===== src/rtl/bgpu_pkg.sv =====
// Shared integer-unit types for the compute unit: instruction subtypes and the
// result record exchanged between integer units and the result collector.
package bgpu_pkg;

    typedef enum logic [3:0] {
        IU_ADD,
        IU_SUB,
        IU_AND,
        IU_OR,
        IU_XOR,
        IU_SHL,
        IU_SHR,
        IU_SRA,
        IU_SLT,
        IU_SLTU,
        IU_MIN,
        IU_MAX
    } iu_subtype_e;

    // Field widths of the default compute-unit configuration
    localparam int unsigned IuNumTags     = 8;
    localparam int unsigned IuNumWarps    = 8;
    localparam int unsigned IuRegWidth    = 32;
    localparam int unsigned IuWarpWidth   = 4;
    localparam int unsigned IuRegIdxWidth = 8;
    localparam int unsigned IuIidWidth    = $clog2(IuNumTags) + $clog2(IuNumWarps);

    typedef struct packed {
        logic [IuIidWidth-1:0]              tag;
        logic [IuRegIdxWidth-1:0]           dst;
        logic [IuRegWidth*IuWarpWidth-1:0]  data;
        logic [IuWarpWidth-1:0]             act_mask;
    } iu_result_t;

endpackage


===== src/rtl/rr_first_sel.sv =====
// Round-robin finder: returns the first set request bit at or after the pointer,
// wrapping modulo N.
module rr_first_sel #(
    parameter int unsigned N = 2,
    parameter int unsigned W = 1
) (
    input  logic [N-1:0] req_i,
    input  logic [W-1:0] ptr_i,
    output logic         valid_o,
    output logic [W-1:0] sel_o
);

    int unsigned idx;

    // Scan from the farthest offset back to the pointer so the nearest hit wins.
    always_comb begin
        valid_o = 1'b0;
        sel_o   = '0;
        idx     = 0;
        for (int i = int'(N) - 1; i >= 0; i--) begin
            idx = 32'(ptr_i) + i[31:0];
            if (idx >= N) begin
                idx = idx - N;
            end
            if (req_i[idx]) begin
                valid_o = 1'b1;
                sel_o   = W'(idx);
            end
        end
    end

endmodule


===== src/rtl/stream_register.sv =====
// One-entry valid/ready pipeline register with full throughput: it accepts a
// new beat whenever it is empty or draining in the same cycle.
module stream_register #(
    parameter type T = logic
) (
    input  logic clk_i,
    input  logic rst_ni,
    input  logic valid_i,
    output logic ready_o,
    input  T     data_i,
    output logic valid_o,
    input  logic ready_i,
    output T     data_o
);

    logic valid_reg;
    T     data_reg;

    assign ready_o = !valid_reg || ready_i;
    assign valid_o = valid_reg;
    assign data_o  = data_reg;

    always_ff @(posedge clk_i or negedge rst_ni) begin
        if (!rst_ni) begin
            valid_reg <= 1'b0;
            data_reg  <= '0;
        end else if (ready_o) begin
            valid_reg <= valid_i;
            if (valid_i) begin
                data_reg <= data_i;
            end
        end
    end

endmodule


===== src/rtl/iu_dispatch_arbiter.sv =====
// Shares NumUnits integer units between one issue port and one writeback port:
// round-robin dispatch, round-robin result arbitration, per-unit in-flight tracking.
module iu_dispatch_arbiter
    import bgpu_pkg::*;
#(
    parameter int unsigned NumUnits           = 2,
    parameter int unsigned MaxInflightPerUnit = 2,
    parameter int unsigned NumTags            = 8,
    parameter int unsigned NumWarps           = 8,
    parameter int unsigned RegWidth           = 32,
    parameter int unsigned WarpWidth          = 4,
    parameter int unsigned OperandsPerInst    = 2,
    parameter int unsigned RegIdxWidth        = 8,
    localparam int unsigned TagWidth  = $clog2(NumTags),
    localparam int unsigned WidWidth  = (NumWarps > 1) ? $clog2(NumWarps) : 1,
    localparam int unsigned UidWidth  = (NumUnits > 1) ? $clog2(NumUnits) : 1,
    localparam int unsigned CntWidth  = $clog2(MaxInflightPerUnit + 1),
    localparam int unsigned IidWidth  = TagWidth + WidWidth,
    localparam int unsigned DataWidth = RegWidth * WarpWidth
) (
    input  logic                                          clk_i,
    input  logic                                          rst_ni,
    output logic                                          eu_to_opc_ready_o,
    input  logic                                          opc_to_eu_valid_i,
    input  logic [IidWidth-1:0]                           opc_to_eu_tag_i,
    input  logic [WarpWidth-1:0]                          opc_to_eu_act_mask_i,
    input  iu_subtype_e                                   opc_to_eu_inst_sub_i,
    input  logic [RegIdxWidth-1:0]                        opc_to_eu_dst_i,
    input  logic [OperandsPerInst-1:0][DataWidth-1:0]     opc_to_eu_operands_i,
    output logic [NumUnits-1:0]                           disp_valid_o,
    input  logic [NumUnits-1:0]                           disp_ready_i,
    output logic [IidWidth-1:0]                           disp_tag_o,
    output logic [WarpWidth-1:0]                          disp_act_mask_o,
    output iu_subtype_e                                   disp_inst_sub_o,
    output logic [RegIdxWidth-1:0]                        disp_dst_o,
    output logic [OperandsPerInst-1:0][DataWidth-1:0]     disp_operands_o,
    input  logic [NumUnits-1:0]                           unit_valid_i,
    output logic [NumUnits-1:0]                           unit_ready_o,
    input  logic [NumUnits-1:0][IidWidth-1:0]             unit_tag_i,
    input  logic [NumUnits-1:0][WarpWidth-1:0]            unit_act_mask_i,
    input  logic [NumUnits-1:0][RegIdxWidth-1:0]          unit_dst_i,
    input  logic [NumUnits-1:0][DataWidth-1:0]            unit_data_i,
    input  logic                                          rc_to_eu_ready_i,
    output logic                                          eu_to_rc_valid_o,
    output logic [IidWidth-1:0]                           eu_to_rc_tag_o,
    output logic [WarpWidth-1:0]                          eu_to_rc_act_mask_o,
    output logic [RegIdxWidth-1:0]                        eu_to_rc_dst_o,
    output logic [DataWidth-1:0]                          eu_to_rc_data_o,
    output logic                                          idle_o
);

    // Same field layout as iu_result_t, sized by this instance's parameters
    typedef struct packed {
        logic [IidWidth-1:0]    tag;
        logic [RegIdxWidth-1:0] dst;
        logic [DataWidth-1:0]   data;
        logic [WarpWidth-1:0]   act_mask;
    } result_t;

    function automatic logic [UidWidth-1:0] wrap_inc(input logic [UidWidth-1:0] p);
        if (32'(p) >= NumUnits - 1) begin
            return '0;
        end
        return p + UidWidth'(1);
    endfunction

    logic [UidWidth-1:0] disp_ptr_reg, disp_ptr_next, disp_sel;
    logic [UidWidth-1:0] res_ptr_reg, res_ptr_next, res_sel;
    logic [NumUnits-1:0] disp_eligible;
    logic [NumUnits-1:0] unit_empty;
    logic                disp_any, disp_fire;
    logic                res_any, res_fire, wb_ready;
    result_t             wb_in, wb_out;

    rr_first_sel #(
        .N (NumUnits),
        .W (UidWidth)
    ) u_disp_sel (
        .req_i   (disp_eligible),
        .ptr_i   (disp_ptr_reg),
        .valid_o (disp_any),
        .sel_o   (disp_sel)
    );

    rr_first_sel #(
        .N (NumUnits),
        .W (UidWidth)
    ) u_res_sel (
        .req_i   (unit_valid_i),
        .ptr_i   (res_ptr_reg),
        .valid_o (res_any),
        .sel_o   (res_sel)
    );

    assign eu_to_opc_ready_o = disp_any;
    assign disp_fire         = opc_to_eu_valid_i && disp_any;
    assign res_fire          = wb_ready && res_any;

    assign disp_tag_o      = opc_to_eu_tag_i;
    assign disp_act_mask_o = opc_to_eu_act_mask_i;
    assign disp_inst_sub_o = opc_to_eu_inst_sub_i;
    assign disp_dst_o      = opc_to_eu_dst_i;
    assign disp_operands_o = opc_to_eu_operands_i;

    for (genvar gi = 0; gi < NumUnits; gi++) begin : g_unit
        logic [CntWidth-1:0] cnt_reg, cnt_next;
        logic                issue_hs, result_hs;

        assign disp_eligible[gi] = disp_ready_i[gi] && (cnt_reg < CntWidth'(MaxInflightPerUnit));
        assign disp_valid_o[gi]  = disp_fire && (disp_sel == UidWidth'(gi));
        assign unit_ready_o[gi]  = res_fire && (res_sel == UidWidth'(gi));
        assign issue_hs          = disp_valid_o[gi] && disp_ready_i[gi];
        assign result_hs         = unit_ready_o[gi] && unit_valid_i[gi];
        assign unit_empty[gi]    = (cnt_reg == '0);

        always_comb begin
            cnt_next = cnt_reg;
            if (issue_hs && !result_hs) begin
                cnt_next = cnt_reg + CntWidth'(1);
            end else if (!issue_hs && result_hs) begin
                cnt_next = cnt_reg - CntWidth'(1);
            end
        end

        always_ff @(posedge clk_i or negedge rst_ni) begin
            if (!rst_ni) begin
                cnt_reg <= '0;
            end else begin
                cnt_reg <= cnt_next;
            end
        end

`ifndef SYNTHESIS
        assert property (@(posedge clk_i) disable iff (!rst_ni)
            !(result_hs && !issue_hs && cnt_reg == '0))
            else $error("unit %0d: result returned with nothing in flight", gi);
        assert property (@(posedge clk_i) disable iff (!rst_ni)
            !(issue_hs && !result_hs && cnt_reg == CntWidth'(MaxInflightPerUnit)))
            else $error("unit %0d: issue beyond in-flight limit", gi);
`endif
    end

    always_comb begin
        wb_in          = '0;
        wb_in.tag      = unit_tag_i[res_sel];
        wb_in.dst      = unit_dst_i[res_sel];
        wb_in.data     = unit_data_i[res_sel];
        wb_in.act_mask = unit_act_mask_i[res_sel];
    end

    stream_register #(
        .T (result_t)
    ) u_wb_reg (
        .clk_i   (clk_i),
        .rst_ni  (rst_ni),
        .valid_i (res_any),
        .ready_o (wb_ready),
        .data_i  (wb_in),
        .valid_o (eu_to_rc_valid_o),
        .ready_i (rc_to_eu_ready_i),
        .data_o  (wb_out)
    );

    assign eu_to_rc_tag_o      = wb_out.tag;
    assign eu_to_rc_dst_o      = wb_out.dst;
    assign eu_to_rc_data_o     = wb_out.data;
    assign eu_to_rc_act_mask_o = wb_out.act_mask;

    assign idle_o = (&unit_empty) && !eu_to_rc_valid_o;

    always_comb begin
        disp_ptr_next = disp_fire ? wrap_inc(disp_sel) : disp_ptr_reg;
        res_ptr_next  = res_fire ? wrap_inc(res_sel) : res_ptr_reg;
    end

    always_ff @(posedge clk_i or negedge rst_ni) begin
        if (!rst_ni) begin
            disp_ptr_reg <= '0;
            res_ptr_reg  <= '0;
        end else begin
            disp_ptr_reg <= disp_ptr_next;
            res_ptr_reg  <= res_ptr_next;
        end
    end

`ifndef SYNTHESIS
    assert property (@(posedge clk_i) disable iff (!rst_ni)
        (eu_to_rc_valid_o && !rc_to_eu_ready_i) |=> (eu_to_rc_valid_o && $stable(wb_out)))
        else $error("writeback payload changed while stalled");
`endif

endmodule


===== config.mk =====
export PLATFORM = sky130hd
export DESIGN_NAME = iu_dispatch_arbiter
export DESIGN_NICKNAME = d
export VERILOG_FILES = /design/src/rtl/bgpu_pkg.sv /design/src/rtl/rr_first_sel.sv /design/src/rtl/stream_register.sv /design/src/rtl/iu_dispatch_arbiter.sv
export SDC_FILE = /design/constraint.sdc
export NUM_CORES = 1
export LEC_CHECK = 0
export BUFFER_PORTS_ARGS = -buffer_cell sky130_fd_sc_hd__buf_2
export CAP_MARGIN = 5
export CORE_AREA = 2 2 390 392
export CTS_BUF_LIST = sky130_fd_sc_hd__clkbuf_4
export DETAILED_ROUTE_END_ITERATION = 12
export DIE_AREA = 0 0 392 394
export SLEW_MARGIN = 25
export SYNTH_ARGS = -nofsm -noshare
export SYNTH_HDL_FRONTEND = slang
export SYNTH_SLANG_ARGS = --single-unit

===== constraint.sdc =====
create_clock -name clk_i -period 3.2 [get_ports clk_i]
set_input_delay 0.16 -clock clk_i [delete_from_list [all_inputs] [get_ports clk_i]]
set_output_delay 0.16 -clock clk_i [all_outputs]
set_load 0.01 [all_outputs]

==> reports/summary.txt <==
Max IR drop VDD -> 0.193 mV
drt total wl -> 79700 um
Adder-Cell Fraction of Synth Area -> 0.00276
Slew headroom -> 0.402
TritonCTS buffer count -> 17
Largest register FFs -> 146
hold crit path type -> in -> reg
Yosys top cell by area -> dfrtp_1
Static Leakage -> 7.48 nW
Crit. End Element -> primary output
CP required -> 3040 ps
complex-gate fraction of the synthesized area -> 0.288
main area contributors after synthesis -> dfrtp_1 (42%), buf_4 (23%), a221o_1 (16%), a21boi_0 (12%), buf_6 (1.7%)
die area -> 154000 um^2
clock sink total -> 153
Mean Syn Cell Area -> 11.0 um^2
FP Rows -> 143
DP Wirelength -> 61500 um
Port Buf Inserts -> 452
Mapped Cells -> 822
Setup TNS Final -> 0 ps
DR vias -> 10300
final count of pins violating max slew -> 0
nets -> 2122
Pwr Total -> 6.88 mW
clk buf depth -> 2
placer congestion estimate -> 0.719
Final Hold Vio Count -> 0
total gr overflow -> 0
Clock transition at path regs -> 140 ps
sequential area share after synthesis -> 0.422
Multi-input gate area -> 2790 um^2
Root Driver -> clkbuf_4
simple-gate share of the synthesized area -> 0.0105
RSZ-0062 raised after global routing -> no
FF+latch area -> 3830 um^2
CTS tree -> yes
main combinational cell family by area after synthesis -> compound AO/OA/AOI/OAI gates
number of setup buffers added after CTS -> 0
H-tree levels -> 4
commonest cells after routing, fill and taps aside -> dlygate4sd3_1 (570), buf_2 (451), dfrtp_1 (153)
DRT iter0 DRCs -> 633
mux contribution to synthesized area -> 0
Synth Register Bits -> 153
drt pass-1 iters -> 7
Synthesized Nets -> 1402
crit path time final -> 2740 ps
Total Routing Usage GR -> 0.101
Yosys warnings -> 0
# DRC -> 0
vias in the first global route -> 10800
I/O pin total -> 1009
Initial Utilization -> 0.0602
Fillers -> 17300
startpoint types -> flip-flop
status -> finished, final reports clean
initial antenna violation count -> 67
maxcap violations -> 0
commonest non-fill, non-tap cell in the layout -> dlygate4sd3_1
Die Ht -> 394 um
period utilization -> 0.855
post-synth top area share -> 0.422
core area -> 151000 um^2
Distinct cells, synth -> 26
critical path arrival -> 2580 ps
Synth Area in XOR/XNOR -> 0.00579
pwr dens -> 386 nW/um^2
Detail Route Antenna Nets -> 0
worst slew pin tran -> 897 ps
kind of critical path -> reg -> out
synth-to-layout area growth -> 96.6%
Worst Clk Skew -> 66.7 ps
first-pass GRT wire length -> 102000 um
clock latency on the worst-skew pair -> 830 ps
Max Clock Freq -> 366 MHz
drt wl/cell -> 22.1 um
Synth Cell Area -> 9070 um^2
die width -> 392 um
# setup viols final -> 0
crit path max fanout -> 27
largest net degree at the start of global routing -> 92
Vias/cell -> 2.86
fraction of layout cells with a size suffix above 1 -> 0.328
==> critical path, stage by stage, from the launching register on <==
cell and delay [ps]:
dfrtp_1 450, nand2b_4 180, nand3_1 310, bufinv_16 470
buf_12 230, buf_2 160
==> cells in the mapped netlist, drive strengths merged <==
cell type,number
buf,303
dfrtp,153
a21boi,146
a221o,146
clkbuf,40
nand2b,5
xor2,4
inv,3
nor2,3
a211oi,2
a21o,2
ha,2
nand2,2
nor2b,2
o211a,2
xnor2,2
and3,1
nand3,1
o21ai,1
or2,1
or4,1
==> cell type report <==
cell class                 count  share of cell area
clock inverter                15             0.00954
inverter                       3             0.00210
timing repair buffer        1044               0.464
sequential                   153               0.215
tap                         2030               0.142
multi-input combinational    323               0.157
clock buffer                  17             0.00716
antenna                       25             0.00351
==> logic make-up after synthesis <==
kind of cell	count (synthesis)
buf+inv	346
compound gates	299
flops	153
simple gates	16
xor+xnor	6
fa+ha+maj	2
==> stage by stage <==
step	cells	util	setup WS, ps	hold WS, ps	cell area [um^2]
after detailed placement	2982	0.0778	1020	193	11700
after CTS	3585	0.118	107	3.27	17800
final	3610	0.118	465	183	17800
after global placement	2982	0.0778	1010	192	11700
after floorplan	822	-	1520	-136	9070
after global routing	3596	0.118	144	54.1	17800
==> per-layer routing <==
layer,vias to the layer above,GRT usage,part of all wire
met5,-,0.000313,0.0013
met4,16,0.0433,0.042
met3,233,0.0647,0.15
met2,769,0.146,0.41
met1,5069,0.117,0.40
li1,4235,-,-
==> worst paths after layout <==
kind | startpoint | end | slack, ps | depth (start not counted)
hold reg to reg | g_unit[1].cnt_reg[1] | g_unit[1].cnt_reg[1] | 500 | 1
min in group asynchronous | rst_ni | u_wb_reg.data_o[46] | 500 | 4
setup / recovery | u_wb_reg.valid_o | unit_ready_o[1] | 460 | 5
hold / removal | unit_valid_i[1] | g_unit[1].cnt_reg[1] | 180 | 5
setup reg to reg | g_unit[0].cnt_reg[1] | g_unit[1].cnt_reg[0] | 620 | 6
max in group asynchronous | rst_ni | u_wb_reg.data_o[140] | 2270 | 4
==> report_power, final <==
part / leakage (nW) / internal [mW] / switching [mW]
clock network: 0.162 / 0.370 / 1.20
registers: 1.88 / 2.27 / 0.213
logic: 5.44 / 1.52 / 1.31
==> timing repair <==
| action | 4_1_cts | 5_1_grt |
|---|---|---|
| hold buffers | 571 | 0 |
| resized for setup | 1 | 0 |
| endpoints found under the hold margin | 306 | 0 |
| setup endpoints to repair | 1 | 0 |
Note: power is estimated with default switching activity, not from simulation.
